**src/rtl/cmd_dispatcher.sv**
```systemverilog
// Command framer: buffers {length, mask, payload...} frames in a FWFT FIFO and
// broadcasts each payload word to the selected targets, collecting acknowledges.
module cmd_dispatcher #(
  parameter int DATA_W    = 8,
  parameter int N_TARGETS = 8,
  parameter int DEPTH     = 256,
  parameter int ACK_ALL   = 1,
  parameter int TIMEOUT   = 4096
) (
  input  logic                 clk,
  input  logic                 reset_n,
  input  logic [DATA_W-1:0]    cmd_in,
  input  logic                 cmd_wr,
  output logic                 cmd_full,
  output logic [N_TARGETS-1:0] cmd_mask,
  output logic [DATA_W-1:0]    data,
  input  logic [N_TARGETS-1:0] data_ack,
  output logic                 cmd_done,
  output logic                 busy,
  output logic                 err_valid,
  output logic [1:0]           err_code,
  output logic                 overflow,
  input  logic                 clr_err
);

  localparam int DEPTH_W = $clog2(DEPTH);

  typedef enum logic [2:0] {
    S_IDLE, S_LEN, S_WAIT, S_SEND, S_DISCARD, S_FLUSH, S_DONE
  } state_t;

  state_t                 state;
  logic [DATA_W-1:0]      mem [DEPTH];
  logic [DEPTH_W-1:0]     wr_ptr, rd_ptr;
  logic [DEPTH_W:0]       count;
  logic [DATA_W-1:0]      head;
  logic [DATA_W-1:0]      len_r;
  logic [N_TARGETS-1:0]   mask_r;
  logic [N_TARGETS-1:0]   pending;
  logic [DATA_W-1:0]      sent;
  logic [31:0]            wait_cnt;
  logic                   empty, wr_acc, pop, fifo_pop, adv, frame_rdy, oversize;

  // Full is judged on the registered count, so a same-cycle pop cannot make room.
  assign head      = mem[rd_ptr];
  assign empty     = (count == '0);
  assign cmd_full  = (count == (DEPTH_W+1)'(DEPTH));
  assign wr_acc    = cmd_wr && !cmd_full;
  assign frame_rdy = int'(count) >= int'(len_r) + 1;
  assign oversize  = int'(head) + 1 > DEPTH - 1;

  assign busy     = (state != S_IDLE);
  assign cmd_mask = (state == S_SEND) ? mask_r : '0;
  assign data     = (state == S_SEND) ? head : '0;

  always_comb begin
    pop = 1'b0;
    if (ACK_ALL != 0) adv = ((pending & ~data_ack) == '0);
    else              adv = ((data_ack & mask_r) != '0);
    case (state)
      S_LEN:     pop = 1'b1;
      S_WAIT:    pop = frame_rdy;
      S_SEND:    pop = adv;
      S_DISCARD: pop = (len_r != '0);
      S_FLUSH:   pop = !empty;
      default:   pop = 1'b0;
    endcase
  end

  assign fifo_pop = pop && !empty;

  always_ff @(posedge clk) begin
    if (wr_acc) mem[wr_ptr] <= cmd_in;
  end

  always_ff @(posedge clk) begin
    if (state == S_LEN) len_r <= head;
    if (state == S_WAIT && frame_rdy) mask_r <= head[N_TARGETS-1:0];
  end

  always_ff @(posedge clk or negedge reset_n) begin
    if (!reset_n) begin
      state     <= S_IDLE;
      wr_ptr    <= '0;
      rd_ptr    <= '0;
      count     <= '0;
      pending   <= '0;
      sent      <= '0;
      wait_cnt  <= '0;
      cmd_done  <= 1'b0;
      err_valid <= 1'b0;
      err_code  <= 2'd0;
      overflow  <= 1'b0;
    end else begin
      cmd_done  <= 1'b0;
      err_valid <= 1'b0;
      // Clear first so an overflow or error in the same cycle survives.
      if (clr_err) begin
        overflow <= 1'b0;
        err_code <= 2'd0;
      end
      if (cmd_wr && cmd_full) overflow <= 1'b1;

      if (wr_acc)   wr_ptr <= wr_ptr + 1'b1;
      if (fifo_pop) rd_ptr <= rd_ptr + 1'b1;
      case ({wr_acc, fifo_pop})
        2'b10:   count <= count + 1'b1;
        2'b01:   count <= count - 1'b1;
        default: count <= count;
      endcase

      case (state)
        S_IDLE: if (!empty) state <= S_LEN;
        S_LEN: begin
          if (oversize) begin
            state     <= S_FLUSH;
            err_valid <= 1'b1;
            err_code  <= 2'd2;
          end else begin
            wait_cnt <= '0;
            state    <= S_WAIT;
          end
        end
        S_WAIT: begin
          if (frame_rdy) begin
            sent <= '0;
            if (head[N_TARGETS-1:0] == '0) begin
              state     <= S_DISCARD;
              err_valid <= 1'b1;
              err_code  <= 2'd3;
            end else if (len_r == '0) begin
              state    <= S_DONE;
              cmd_done <= 1'b1;
            end else begin
              pending <= head[N_TARGETS-1:0];
              state   <= S_SEND;
            end
          end else if (TIMEOUT != 0 && wait_cnt == 32'(TIMEOUT - 1)) begin
            state     <= S_FLUSH;
            err_valid <= 1'b1;
            err_code  <= 2'd1;
          end else begin
            wait_cnt <= wait_cnt + 32'd1;
          end
        end
        S_SEND: begin
          if (adv) begin
            if (sent + 1'b1 == len_r) begin
              state    <= S_DONE;
              cmd_done <= 1'b1;
            end else begin
              sent    <= sent + 1'b1;
              pending <= mask_r;
            end
          end else begin
            pending <= pending & ~data_ack;
          end
        end
        S_DISCARD: begin
          if (len_r == '0 || sent + 1'b1 == len_r) state <= S_IDLE;
          else                                     sent  <= sent + 1'b1;
        end
        // Keep draining while words keep arriving; leave only on a quiet, empty cycle.
        S_FLUSH: if (empty && !wr_acc) state <= S_IDLE;
        S_DONE:  state <= S_IDLE;
        default: state <= S_IDLE;
      endcase
    end
  end

endmodule
```
**config.mk**
```make
export PLATFORM = sky130hd
export DESIGN_NAME = cmd_dispatcher
export DESIGN_NICKNAME = d
export VERILOG_FILES = /design/src/rtl/cmd_dispatcher.sv
export SDC_FILE = /design/constraint.sdc
export NUM_CORES = 2
export LEC_CHECK = 0
export CORE_MARGIN = 4
export CORE_UTILIZATION = 59
export CTS_BUF_LIST = sky130_fd_sc_hd__clkbuf_4
export DETAILED_ROUTE_END_ITERATION = 12
export PLACE_DENSITY = 0.78
export SLEW_MARGIN = 20
export SYNTH_ARGS = -nofsm -noshare
export SYNTH_HDL_FRONTEND = slang
export SYNTH_SLANG_ARGS = --single-unit
```
**constraint.sdc**
```tcl
create_clock -name clk -period 5 [get_ports clk]
set_clock_uncertainty 0.2 [all_clocks]
set_input_delay 1.5 -clock clk [delete_from_list [all_inputs] [get_ports clk]]
set_output_delay 1.5 -clock clk [all_outputs]
set_load 0.05 [all_outputs]
```
==> results.toml <==
[yosys]
yosys.area_share.xor_xnor = 0.003997
yosysMostFrequentCell = "edfxtp_1"
synth_top_area_share = 0.7252
synth_area_leaders = "edfxtp_1, mux4_2, dfrtp_1, mux2i_1, nor2_1"
async_flop_share = 0.03776
synth_fp_nets = 4437
yosysTopAreaCell = "edfxtp_1"
synth_ff_type = "edfxtp_1"
synth-adder-area-share = 0.004480
yosys.area_share.simple = 0.04038
synth_top_family_by_area = "multiplexers"
synth_common_cells = "edfxtp_1, mux4_2, nor2_1"
synth_compound_area_frac = 0.03353
syn_inst = 4387
syn_area_per_cell_um2 = 19.48
ys_types = 75
seq_area_frac_synth = 0.7489
synth_edf_count = 2064
ys_seq_elements = 2145
yosysWarnings = 0
synth.area.mux_share = 0.1516
netlist_area_mm2 = 0.08546

[grt]
grt_usage = 0.3156
grt_max_degree = 133
antenna_found_initial = 6
grt_pass1_vias = 50840
gr-total-overflow = 0
grt_pass1_wl_um = 343800

[die]
die_y_um = 388.6
core-area_mm2 = 0.1438
die-area_mm2 = 0.1510
rows = 139
initial_core_util = 0.5942
die_w_um = 388.6
io_pins = 43

[job]
cap_violations = 0

[power_and_ir_drop]
power_frac_seq = 0.377
p_leak_nw = 34.44
internal_power_mw = 36.43
pwr-share-clk = 0.260
switchingPower_mw = 17.88
power_density_mw_per_mm2 = 536.6
power_mw = 54.31
combPwrFrac = 0.363
peakVddDrop_v = 0.0004174
p_sw_frac = 0.3292

[detailed_routing]
drtPass1Iterations = 6
m1WireLength_um = 81150
avgViaCountPerCell = 6.527
wl_met3_um = 33430
wl_per_cell_um = 30.80
vias = 50580
first_iter_violations = 7925
ant_nets = 0
topRoutingLayerUsed = "met5"
wl_met2_um = 110000
drt_wl_total_um = 238700
remaining_drc_errors = 0

[layout]
area_growth_pct = 18.43
finalInstanceArea_mm2 = 0.1012
fin_nets = 5537
nFillCells = 8532
drive_above_1_share = 0.3786
post-route-util = 0.7037

[run_status]
status = "finished, violations left"
violations = "negative setup slack"

[cts]
clockBufferDepth = 4
clkSlewWorstSetupHoldPaths_ns = 0.07
worstSkewPairLatency_ns = 1.34
cts_buffers = 547
ctsHtreeMaxLevel = 6
clock_tree.root_cell = "clkbuf_4"
cts_tree = "yes"
cts_num_sinks = 2145
hold_buffers = 0

[setup_path]
reg2reg_slack_ns = -0.38
slowest_delay_ns = 0.49
cp_common_cell = "buf_12"
cp_data_arrival_time_ns = 4.94
cp_max_fo = 13
worst_setup_path_end_kind = "output port"
slowest_stage = "dfrtp_4"
cp.required_ns = 3.30
crit_type = "reg2out"
rr_worst_depth = 19
crit_path_start_kind = "register"
r2r-end = "state[0]$_DFFE_PN0P_"
path_cells = "buf_12 -> buf_16 -> buf_16 -> buf_12 -> buf_4 -> buf_12 -> mux4_2 -> a221oi_1 -> a211oi_2 -> o31a_1 -> a32oi_2 -> buf_4 -> nor2_1 -> buf_12"
reg2reg_from = "rd_ptr[0]$_DFFE_PN0P_"

[sta]
rsz0062_at_grt = "true"
period_share = 1.327
worstMarginPinSlew_ns = 1.161
slew_headroom = 0.2261
slew_violations = 0
layout_min_cycle_time_ns = 6.636
finalSetupViolations = 46
fmax_ghz = 0.1507
hold_viol_final = 0
finalWorstSetupSlack_ns = -1.636

[placement]
io_buffers = 42
hpwl_um = 152100
placed_area_mm2 = 0.09285
gp_congestion = 0.9657

[hold_path]
hp-class = "in2async"
how the worst max path moves through the flow:
stage | depth (start not counted) | slack (ns) | endpoint | from
floorplan | 12 | -0.04 | data[1] | rd_ptr[0]$_DFFE_PN0P_
global placement | 20 | -0.55 | count[8]$_DFFE_PN0P_ | data_ack[0]
detailed placement | 18 | -0.69 | wait_cnt[17]$_DFFE_PN0P_ | rd_ptr[0]$_DFFE_PN0P_
CTS | 10 | -1.59 | data[1] | rd_ptr[0]$_DFFE_PN0P_
global route | 15 | -1.67 | data[5] | rd_ptr[0]$_DFFE_PN0P_
finish | 14 | -1.64 | data[4] | rd_ptr[0]$_DFFE_PN0P_
cell type report:
cell class | instances | area (um2) | area share
multi-input cells | 1944 | 20690 | 0.2044
flip-flops and latches | 2145 | 64030 | 0.6326
repair buffers | 801 | 7510 | 0.07420
clock inverters | 141 | 721.9 | 0.007133
well taps | 1903 | 2381 | 0.02353
inverters | 48 | 182.7 | 0.001805
clock buffers | 756 | 5675 | 0.05607
diodes | 12 | 30.03 | 0.0002967
critical path: cells and delay by family, from the launching register on:
kind | cells | cell delay, ns
DFF | 1 | 0.49
buffers and inverters | 8 | 1.26
muxes | 1 | 0.44
and+or+nand+nor | 1 | 0.07
AOI/OAI and AO/OA | 4 | 1.30
sequential cells by signal (all words and copies together), names as in the netlist:
register	cells
mem	2048
wait_cnt	32
count	9
len_r	8
mask_r	8
pending	8
rd_ptr	8
sent	8
wr_ptr	8
state	3
err_code	2
cmd_done	1
err_valid	1
overflow	1
kinds of logic (layout without fill, tap and decap cells):
group                    Yosys count  in the layout
flip-flops                      2145           2145
other                              0             12
buffers and inverters            298           1746
AO/OA/AOI/OAI                    419            419
multiplexers                     696            696
adder cells (fa/ha/maj)           30             30
XOR/XNOR                          39             39
AND/OR/NAND/NOR                  760            760
through the flow:
step	std cells	setup WS [ns]	TNS [ns]	hold WS, ns
global route	7743	-1.673	-26.77	0.09197
global placement	6752	-0.5519	-20.12	0.2933
finish	7750	-1.636	-24.31	0.1290
floorplan	4387	-0.04395	-0.06696	0.2716
detailed placement	6752	-0.6942	-25.78	0.2911
CTS	7688	-1.591	-15.16	0.01404
power by group through the flow:
stage	sequential [mW]	clock, mW	combinational (mW)
final	20.5	14.1	19.7
after global routing	20.5	15.4	20.3
after CTS	20.5	14.3	18.3
after detailed placement	20.9	0	17.3
after global placement	20.9	0	17.0
after floorplan	20.7	0	10.1
metal layers:
layer  global-route usage  vias up
met5                    0        -
met4               0.1723        2
met3              0.09567      770
met2               0.4698     4250
met1               0.4243    25040
li1                     -    20520
placed cells by master (no fill, tap or decap), types with 24 or more instances in the layout:
| cell type | count |
|---|---|
| a21oi_1 | 47 |
| a22oi_1 | 56 |
| buf_12 | 74 |
| buf_4 | 645 |
| buf_6 | 30 |
| clkbuf_4 | 756 |
| clkinv_1 | 110 |
| dfrtp_1 | 74 |
| edfxtp_1 | 2064 |
| ha_1 | 28 |
| inv_1 | 43 |
| mux2_2 | 24 |
| mux2i_1 | 185 |
| mux4_2 | 476 |
| nand2_1 | 142 |
| nand3_1 | 72 |
| nor2_1 | 337 |
| nor3_1 | 29 |
| o21ai_0 | 58 |
| o21ai_2 | 24 |
| o22ai_1 | 25 |
| xnor2_1 | 27 |
what timing repair did:
| item | 4_1_cts | 5_1_grt |
|---|---|---|
| resized for setup | 139 | 118 |
| pin swaps | 18 | 42 |
| endpoints found under the setup margin | 56 | 56 |
| buffers inserted | 33 | 49 |
| gates cloned | 6 | 4 |
No activity file was read; power rests on OpenSTA's default activity.
